**src/rtl/pc_pkg.sv**
```systemverilog
// ----------------------------------------------------------------------------
// pc_pkg: shared op encoding, default sizes and sp-width helper for the PC unit.
// Revision: 1.0
// ----------------------------------------------------------------------------
`default_nettype none

package pc_pkg;

  typedef enum logic [2:0] {
    OP_NONE   = 3'd0,
    OP_INC    = 3'd1,
    OP_BRANCH = 3'd2,
    OP_LOAD   = 3'd3,
    OP_CALL   = 3'd4,
    OP_RET    = 3'd5
  } pc_op_t;

  localparam int unsigned C_DEF_ADDR_W      = 6;
  localparam int unsigned C_DEF_STACK_DEPTH = 4;

  // Occupancy counts 0..depth inclusive, so one bit more than the index.
  function automatic int unsigned sp_width(input int unsigned depth);
    return $clog2(depth) + 1;
  endfunction

endpackage

`default_nettype wire

```
**src/rtl/pc_lifo.sv**
```systemverilog
// ----------------------------------------------------------------------------
// pc_lifo: register-array return-address LIFO; push/pop are ignored when full/empty.
// Revision: 1.0
// ----------------------------------------------------------------------------
`default_nettype none

module pc_lifo
  import pc_pkg::*;
#(
  parameter int unsigned ADDR_W      = C_DEF_ADDR_W,
  parameter int unsigned STACK_DEPTH = C_DEF_STACK_DEPTH,
  localparam int unsigned SP_W       = sp_width(STACK_DEPTH),
  localparam int unsigned IDX_W      = $clog2(STACK_DEPTH)
) (
  input  logic              clk,
  input  logic              reset,
  input  logic              push_i,
  input  logic              pop_i,
  input  logic [ADDR_W-1:0] din_i,
  output logic [ADDR_W-1:0] top_o,
  output logic [SP_W-1:0]   sp_o,
  output logic              full_o,
  output logic              empty_o
);

  logic [ADDR_W-1:0] mem_q [STACK_DEPTH];
  logic [SP_W-1:0]   sp_q;
  logic [SP_W-1:0]   sp_d;
  logic [IDX_W-1:0]  w_wr_idx;
  logic [IDX_W-1:0]  w_rd_idx;
  logic              w_full;
  logic              w_empty;

  assign w_full   = (sp_q == SP_W'(STACK_DEPTH));
  assign w_empty  = (sp_q == '0);
  // When not full the low bits of sp address the next free slot directly.
  assign w_wr_idx = sp_q[IDX_W-1:0];
  assign w_rd_idx = w_wr_idx - IDX_W'(1);

  always_comb begin
    sp_d = sp_q;
    if (push_i && !w_full) begin
      sp_d = sp_q + SP_W'(1);
    end else if (pop_i && !w_empty) begin
      sp_d = sp_q - SP_W'(1);
    end
  end

  always_ff @(posedge clk or posedge reset) begin
    if (reset) begin
      sp_q <= '0;
    end else begin
      sp_q <= sp_d;
    end
  end

  always_ff @(posedge clk) begin
    if (push_i && !w_full) begin
      mem_q[w_wr_idx] <= din_i;
    end
  end

  assign top_o   = mem_q[w_rd_idx];
  assign sp_o    = sp_q;
  assign full_o  = w_full;
  assign empty_o = w_empty;

endmodule

`default_nettype wire

```
**src/rtl/pc_stack_unit.sv**
```systemverilog
// ----------------------------------------------------------------------------
// pc_stack_unit: program counter with branch, call/return LIFO and stack flags.
// Optional macro PC_TRAP_EN redirects stack faults to TRAP_VEC with a trap pulse.
// Revision: 1.0
// ----------------------------------------------------------------------------
`default_nettype none

module pc_stack_unit
  import pc_pkg::*;
#(
  parameter int unsigned       ADDR_W      = C_DEF_ADDR_W,
  parameter int unsigned       STACK_DEPTH = C_DEF_STACK_DEPTH,
  parameter logic [ADDR_W-1:0] RESET_VEC   = '0,
  parameter logic [ADDR_W-1:0] TRAP_VEC    = '1,
  localparam int unsigned      SP_W        = sp_width(STACK_DEPTH)
) (
  input  logic              clk,
  input  logic              reset,
  input  logic              loadPC,
  input  logic              incPC,
  input  logic              branch,
  input  logic              call,
  input  logic              ret,
  input  logic [ADDR_W-1:0] address,
  input  logic [ADDR_W-1:0] offset,
  output logic [ADDR_W-1:0] execadd,
  output logic [SP_W-1:0]   sp,
  output logic              stack_full,
  output logic              stack_empty,
  output logic              stack_err,
  output logic              trap
);

  pc_op_t            w_op;
  logic [ADDR_W-1:0] pc_q;
  logic [ADDR_W-1:0] pc_d;
  logic              err_q;
  logic              err_d;
  logic [ADDR_W-1:0] w_pc_inc;
  logic [ADDR_W-1:0] w_pc_br;
  logic [ADDR_W-1:0] w_fault_pc;
  logic [ADDR_W-1:0] w_top;
  logic              w_full;
  logic              w_empty;
  logic              w_push;
  logic              w_pop;
  logic              w_fault;

  always_comb begin
    w_op = OP_NONE;
    if (ret) begin
      w_op = OP_RET;
    end else if (call) begin
      w_op = OP_CALL;
    end else if (loadPC) begin
      w_op = OP_LOAD;
    end else if (branch) begin
      w_op = OP_BRANCH;
    end else if (incPC) begin
      w_op = OP_INC;
    end
  end

  // Plain ADDR_W-bit adds give the required modulo wrap and signed offset.
  assign w_pc_inc = pc_q + ADDR_W'(1);
  assign w_pc_br  = pc_q + offset;

  assign w_push  = (w_op == OP_CALL) && !w_full;
  assign w_pop   = (w_op == OP_RET)  && !w_empty;
  assign w_fault = ((w_op == OP_CALL) && w_full) || ((w_op == OP_RET) && w_empty);

`ifdef PC_TRAP_EN
  assign w_fault_pc = TRAP_VEC;
`else
  assign w_fault_pc = w_pc_inc;
`endif

  always_comb begin
    pc_d = pc_q;
    case (w_op)
      OP_INC:    pc_d = w_pc_inc;
      OP_BRANCH: pc_d = w_pc_br;
      OP_LOAD:   pc_d = address;
      OP_CALL:   pc_d = w_full  ? w_fault_pc : address;
      OP_RET:    pc_d = w_empty ? w_fault_pc : w_top;
      default:   pc_d = pc_q;
    endcase
  end

  assign err_d = err_q | w_fault;

  always_ff @(posedge clk or posedge reset) begin
    if (reset) begin
      pc_q  <= RESET_VEC;
      err_q <= 1'b0;
    end else begin
      pc_q  <= pc_d;
      err_q <= err_d;
    end
  end

`ifdef PC_TRAP_EN
  logic trap_q;

  always_ff @(posedge clk or posedge reset) begin
    if (reset) begin
      trap_q <= 1'b0;
    end else begin
      trap_q <= w_fault;
    end
  end

  assign trap = trap_q;
`else
  assign trap = 1'b0;
`endif

  pc_lifo #(
    .ADDR_W      (ADDR_W),
    .STACK_DEPTH (STACK_DEPTH)
  ) u_lifo (
    .clk     (clk),
    .reset   (reset),
    .push_i  (w_push),
    .pop_i   (w_pop),
    .din_i   (w_pc_inc),
    .top_o   (w_top),
    .sp_o    (sp),
    .full_o  (w_full),
    .empty_o (w_empty)
  );

  assign execadd     = pc_q;
  assign stack_full  = w_full;
  assign stack_empty = w_empty;
  assign stack_err   = err_q;

endmodule

`default_nettype wire
```
**config.mk**
```make
export PLATFORM = sky130hd
export DESIGN_NAME = pc_stack_unit
export DESIGN_NICKNAME = d
export VERILOG_FILES = /design/src/rtl/pc_pkg.sv /design/src/rtl/pc_lifo.sv /design/src/rtl/pc_stack_unit.sv
export SDC_FILE = /design/constraint.sdc
export NUM_CORES = 1
export LEC_CHECK = 0
export BUFFER_PORTS_ARGS = -buffer_cell sky130_fd_sc_hd__buf_2
export CORE_MARGIN = 1.5
export CORE_UTILIZATION = 35
export DETAILED_ROUTE_END_ITERATION = 6
export PLACE_DENSITY_LB_ADDON = 0.05
export SYNTH_ARGS = -nofsm -noshare
export SYNTH_HDL_FRONTEND = slang
export SYNTH_SLANG_ARGS = --single-unit
```
**constraint.sdc**
```tcl
create_clock -name clk -period 5.12 [get_ports clk]
set_input_delay 0.256 -clock clk [delete_from_list [all_inputs] [get_ports clk]]
set_output_delay 0.256 -clock clk [all_outputs]
set_load 0.05 [all_outputs]
```
* Word level (Yosys, flattened, before mapping)
Memories as Yosys holds them, arrays and structs flattened.
Index checks and enable logic that the tools add are counted.
** Cells by class
- Reduce and logical (&&, ||, !) cells :: 12
- Muxes and demuxes :: 12
- $add $sub $neg :: 5
- Bitwise operators :: 1
- Equality and inequality tests :: 6
** Operators with widths (number)
- $pmux 6 s5 :: 1
- $mux 3 :: 4
- $mux 6 :: 2
- $eq 3x3->1 const B :: 3
- $add 6x1->6 const B :: 1
- $add 6x6->6 :: 1
- $eq 3x2->1 const B :: 2
- $logic_and 1x1->1 :: 6
- $reduce_bool 5->1 :: 1
- $mux 2 :: 2
- $add 3x1->3 const B :: 1
- $eq 3x1->1 const B :: 1
- $logic_not 3->1 :: 1
- $mux 1 :: 3
- $sub 3x1->3 const B :: 1
- $logic_not 1->1 :: 2
- $reduce_bool 2->1 :: 1
- $sub 2x1->2 const B :: 1
- $logic_or 1x1->1 :: 1
- $or 1x1->1 :: 1
** Storage, ports and cells
- Bits in writable memories :: 24
- Input port bits :: 19
- Logic and storage cells :: 40
- Register bits :: 10
- Memories :: 1
- Output and inout bits :: 13
** Memory list
- u_lifo.mem_q :: depth 4, bits a word 6, read ports 1, clocked after Yosys merged registers in 0, write ports 1, RTL line pc_lifo.sv:26 : logic [ADDR_W-1:0] mem_q [STACK_DEPTH];

* Depth between registers and ports, before layout
- Depth in word-level cells :: 10
- Gate-level depth with buffers :: 9
- Mapped depth without buffers :: 8

* Hierarchy
Synthesis repeated with hierarchy kept, for this count alone.
** Second synthesis, totals
- Cells, all modules :: 136
- Area total of the unflattened synthesis :: 1849.3 um^2
** Modules (own cells, without submodules)
- pc_lifo :: instances 1, area an instance 1184.9 um^2, sequential area each 795.8 um^2, cells an instance 65
- pc_stack_unit :: instances 1, area an instance 664.4 um^2, sequential area each 175.2 um^2, cells an instance 71

* Worst setup path before layout
No wires, ideal clock.
- Kind :: reg2reg
- Start point :: reg u_lifo.sp_q[0] (netlist: u_lifo.sp_o[0])
- End point :: reg u_lifo.sp_q[1] (netlist: u_lifo.sp_o[1])
- Period minus slack after synthesis :: 2.676 ns
- Setup time :: 0.125 ns
- Stages on the path, launching flop included :: 9
- Setup slack :: 2.444 ns
- Buffers on the path :: 1
- Required time :: 4.995 ns
- Data arrival time :: 2.551 ns
- Cells stage by stage :: dfrtp_1 buf_6 inv_1 ha_1 and2_1 nor2_1 inv_1 fa_1 mux2_2
** Between the ends
- Word-level cells in the longest chain between the ends :: 5
- Elaborated cells between the ends (all ways) :: 13
- Classes of those cells :: 2 x add/sub; 1 x eq/ne; 2 x mux; 8 x reduce/logical
** RTL lines
- start, declared :: RTL line pc_lifo.sv:27 : logic [SP_W-1:0] sp_q;
- start signal, assigned :: RTL line pc_lifo.sv:53 : sp_q <= sp_d;
- $eq 3x3->1 (*) :: RTL line pc_lifo.sv:34 : assign w_full = (sp_q == SP_W'(STACK_DEPTH));
- named net stack_full :: RTL line pc_stack_unit.sv:28 : output logic stack_full,
- $logic_not 1->1 (*) :: RTL line pc_lifo.sv:42, pc_stack_unit.sv:68
- $logic_and 1x1->1 :: RTL line pc_stack_unit.sv:68 : assign w_push = (w_op == OP_CALL) && !w_full;
- $logic_and 1x1->1 (*) :: RTL line pc_lifo.sv:42 : if (push_i && !w_full) begin
- $mux 3 (*) :: RTL line pc_lifo.sv:42
- named net u_lifo.sp_d[1] :: RTL line pc_lifo.sv:28 : logic [SP_W-1:0] sp_d;
Mark *: on every way through the listed nets, which the timed path passes. The rest lies on a longest branch. The select of a mux whose other input is x is not followed.
A chain may end at the register's enable or synchronous reset.

* Worst setup path after layout
- Start point :: reg u_lifo.sp_q[0] (netlist: u_lifo.sp_o[0])
- End point :: reg pc_q[0] (netlist: execadd[0])
** Between the ends
- Word-level cells in the longest chain between the ends :: 4
- Elaborated cells between the ends (all ways) :: 7
- Classes of those cells :: 1 x add/sub; 1 x eq/ne; 3 x mux; 1 x reduce/logical; 1 x memory
** RTL lines
- $sub 2x1->2 :: RTL line pc_lifo.sv:38 : assign w_rd_idx = w_wr_idx - IDX_W'(1);
- $mem_v2 4x6
- $mux 6 :: RTL line pc_stack_unit.sv:85 : OP_RET: pc_d = w_empty ? w_fault_pc : w_top;
- $pmux 6 s5 (*) :: RTL line pc_stack_unit.sv:80 : case (w_op)
- end signal, assigned :: RTL line pc_stack_unit.sv:97 : pc_q <= pc_d;
- end, declared :: RTL line pc_stack_unit.sv:35 : logic [ADDR_W-1:0] pc_q;
Mark *: on every way between the ends. The rest lies on a longest branch, timed or not.

==> summary.txt <==
Yosys
  • Flip-flop and latch count after synthesis: 34
  • Synth cell types: 38
  • Post-Synth XOR/XNOR Area: 5.65%
  • Post-synthesis average cell area: 12.8 um2
  • Seq/Total Area, Yosys: roughly 52%
  • Complex-gate fraction of the synthesized area: a little under a tenth
  • Mux contribution to synthesized area: under 10%
  • Yosys warns: 0
  • Main combinational cell family by area after synthesis: simple AND/OR/NAND/NOR gates
  • Mapped Nets: between 150 and 200
  • Post-Synth Simple-Gate Area: 11.4%
  • Post-synthesis adder-cell area fraction: 8.88%
  • Syn Inst Count: around 150
  • Post-Syn Area: 0.00186 mm2

Worst setup path
  • CP Launch Type: flip-flop
  • CP Class: flip-flop to flip-flop
  • Setup crit start: u_lifo.sp_o[0]
  • Crit Reg-Reg Startpoint: u_lifo.sp_o[0]
  • Critical-path cell list: inv_1 -> ha_1 -> and2_1 -> a211oi_1 -> a211o_1 -> a31oi_1 -> nor2_1
  • Worst Setup End Kind: flip-flop
  • CP max-delay cell: a211oi_1
  • Crit path to: execadd[0]
  • CP max FO: 12
  • Required time worst endpoint: about 5.3 ns
  • Reg-to-reg slack, setup: 2.61 ns
  • Crit path buffers/inverters: 1
  • Largest delay share family, worst path: compound AO/OA/AOI/OAI gates
  • Crit-path max cell delay: 0.75 ns
  • Levels on crit path: 7
  • Critical Path AT: between 2 and 3 ns
  • FF-to-FF End: execadd[0]
  • FF-to-FF path depth: 7

Cells and area
  • Final core utilization: between 40% and 50%
  • Finished Layout Cells: between 200 and 250
  • Synthesis-to-finish area growth: 16.1%
  • Fill count: ~500
  • Design Area, Final: 0.00216 mm2
  • Layout cells sized above 1: between 20% and 30%
  • # nets final: 210
  • Ant diodes: 0

Placement
  • Hpwl dp: approximately 3.0 mm
  • I/O Buffers: 30
  • Pre-CTS setup slack: around 2.6 ns
  • Cells after DPL: 241
  • Gpl congestion: between 0.8 and 0.9
  • Post-DP Area: around 0.0021 mm2

Floorplanning
  • Row Count: 26
  • Die H: approximately 76 um
  • Core area: about 0.0051 mm2
  • IO Count: 32
  • Die X: 75.9 um
  • Initial Utilization: a little over a third
  • Full die area: about 0.0058 mm2

Clock tree
  • CTS max path bufs: 2
  • CTS Sinks: 34
  • Clk_lat worst skew: ~0.29 ns
  • TritonCTS clock tree: done
  • Post-CTS Repair Setup Buffers: 0
  • Root Buffer: clkbuf_8
  • Cts bufs inserted: 5
  • Reg clk slew, reported paths: 0.07 ns
  • Htree depth: 2

Timing
  • FMAX: 398 MHz
  • Final hold violation count: 0
  • Relative slew margins: approximately two fifths
  • RSZ-0062 raised after global routing: no
  • Max Slew Vio Count: 0
  • Final setup margin: about 2.6 ns
  • Final setup violation count: 0
  • Post-route clock period utilization: about half
  • Clock Skews: just over 0.01 ns
  • Worst-margin pin slew: ~0.87 ns
  • Minimum clock period: roughly 2.5 ns
  • Setup_tns: 0 ns

Run status
  • Status: finished, final reports clean

Global route
  • Antenna violations before repair: 0
  • Largest net degree at the start of global routing: 13
  • Global-route wire length before repair: about 6.7 mm
  • Grt ovf: 0
  • Vias in the first global route: roughly 1.3k
  • GRT Overall Usage: between 10% and 20%

Detailed routing
  • Antenna-violating nets left: 0
  • First-pass iteration count of the detailed router: 4
  • Routed wire length: about 4 mm
  • WL/cell: about 16 um
  • Via/cell ratio: 4.98
  • Vias: 1,241
  • DRC viols: 0
  • First DRT Iteration DRCs: 75

Pwr
  • Max VDD drop: 0.000215 V
  • Static leakage: 0.000908 uW
  • Power Density: a little over 600 mW/mm2

Flow run
  • Max Cap Violations: 0

Hold path
  • Hold crit path type: input pin to flip-flop
==> where the power goes <==
part           internal [uW]  switching, uW  total, uW
clock network           91.2           94.2        185
registers                399           87.7        487
logic                    243            396        640
total                    734            578       1310
==> area by class of cell <==
| class | count | area, um2 | share of cell area (%) |
|---|---|---|---|
| sequential | 34 | 971 | 44.9 |
| clock inverter | 2 | 10.0 | 0.463 |
| inverter | 7 | 26.3 | 1.22 |
| multi-input combinational | 100 | 837 | 38.7 |
| clock buffer | 5 | 68.8 | 3.18 |
| tap | 70 | 87.6 | 4.05 |
| timing repair buffer | 31 | 160 | 7.41 |
==> per-layer routing <==
metal	GRT usage, %	wire length [um]	share of wire, %
met5	0	0	0
met3	3.49	175	4.4
met1	19.3	1810	46
met4	5.93	72	1.8
met2	25.0	1910	48
==> cells by family after synthesis <==
| family | Yosys count |
|---|---|
| compound gates | 25 |
| xor+xnor | 12 |
| fa+ha+maj | 12 |
| buf+inv | 11 |
| flops | 34 |
| mux | 8 |
| other cells | 1 |
| simple gates | 42 |
==> per-stage QoR <==
stage | hold WS (ns) | total power [uW]
floorplan | 0.0962 | 976
global placement | 0.276 | 1130
detailed placement | 0.277 | 1140
CTS | 0.176 | 1330
global route | 0.191 | 1410
finish | 0.189 | 1310
==> repair_timing <==
| item | 4_1_cts | 5_1_grt |
|---|---|---|
| hold buffers | 1 | 0 |
| endpoints found under the hold margin | 10 | 0 |
| gates resized for setup | 0 | 0 |
==> cell usage after synthesis <==
master | n | area [um2]
nor4_1 | 1 | 6.26
conb_1 | 1 | 3.75
nand2b_1 | 3 | 18.8
ha_1 | 10 | 125
xnor2_1 | 8 | 70.1
nor2_1 | 10 | 37.5
fa_1 | 2 | 40.0
a21oi_1 | 4 | 20.0
o21ai_0 | 3 | 15.0
a31oi_1 | 1 | 6.26
xor2_1 | 4 | 35.0
o211ai_1 | 2 | 15.0
a22oi_1 | 6 | 45.0
and2_1 | 6 | 37.5
a211oi_1 | 2 | 15.0
edfxtp_1 | 24 | 721
and3b_1 | 1 | 8.76
mux2_2 | 1 | 11.3
nor3_1 | 1 | 5.00
o21bai_1 | 1 | 7.51
buf_4 | 1 | 7.51
mux4_2 | 1 | 22.5
buf_6 | 1 | 11.3
mux4_1 | 5 | 131
clkbuf_1 | 2 | 7.51
a221o_1 | 1 | 10.0
a21boi_0 | 1 | 7.51
inv_1 | 7 | 26.3
nor2b_1 | 3 | 18.8
and3_1 | 2 | 12.5
a21o_1 | 2 | 15.0
a211o_1 | 1 | 8.76
nand3_1 | 6 | 30.0
nand2_1 | 8 | 30.0
or4_1 | 1 | 7.51
mux2i_1 | 1 | 10.0
a222oi_1 | 1 | 10.0
dfrtp_1 | 10 | 250
==> sequential cells by signal, summed over array words and instances, names as in the netlist <==
signal        cells
stack_err         1
u_lifo.sp_o       3
u_lifo.mem_q     24
execadd           6
==> tightest hold or removal path, delay by kind of cell <==
family / cells / cell delay, ns
AO/OA/AOI/OAI: 1 / 0.05
buffers and inverters: 1 / 0.08
AND/OR/NAND/NOR: 1 / 0.06
==> cells in the final DEF (no fill, tap or decap), drive strengths merged, types with 5 or more instances in the layout <==
cell,instances
edfxtp,24
buf,30
nand2,8
nor2,10
nand3,6
a22oi,6
clkbuf,5
xnor2,8
mux4,6
dfrtp,10
inv,7
ha,10
and2,6
==> worst min path at each step <==
stage	start	end	slack (ns)	cells after the start
2_1_floorplan	reset	execadd[0]	0.1	1
3_3_place_gp	reset	stack_err	0.28	2
3_5_place_dp	reset	stack_err	0.28	2
4_1_cts	address[4]	execadd[4]	0.18	3
5_1_grt	address[4]	execadd[4]	0.19	3
6_report	address[4]	execadd[4]	0.19	3
Note: power is estimated with default switching activity, not from simulation.
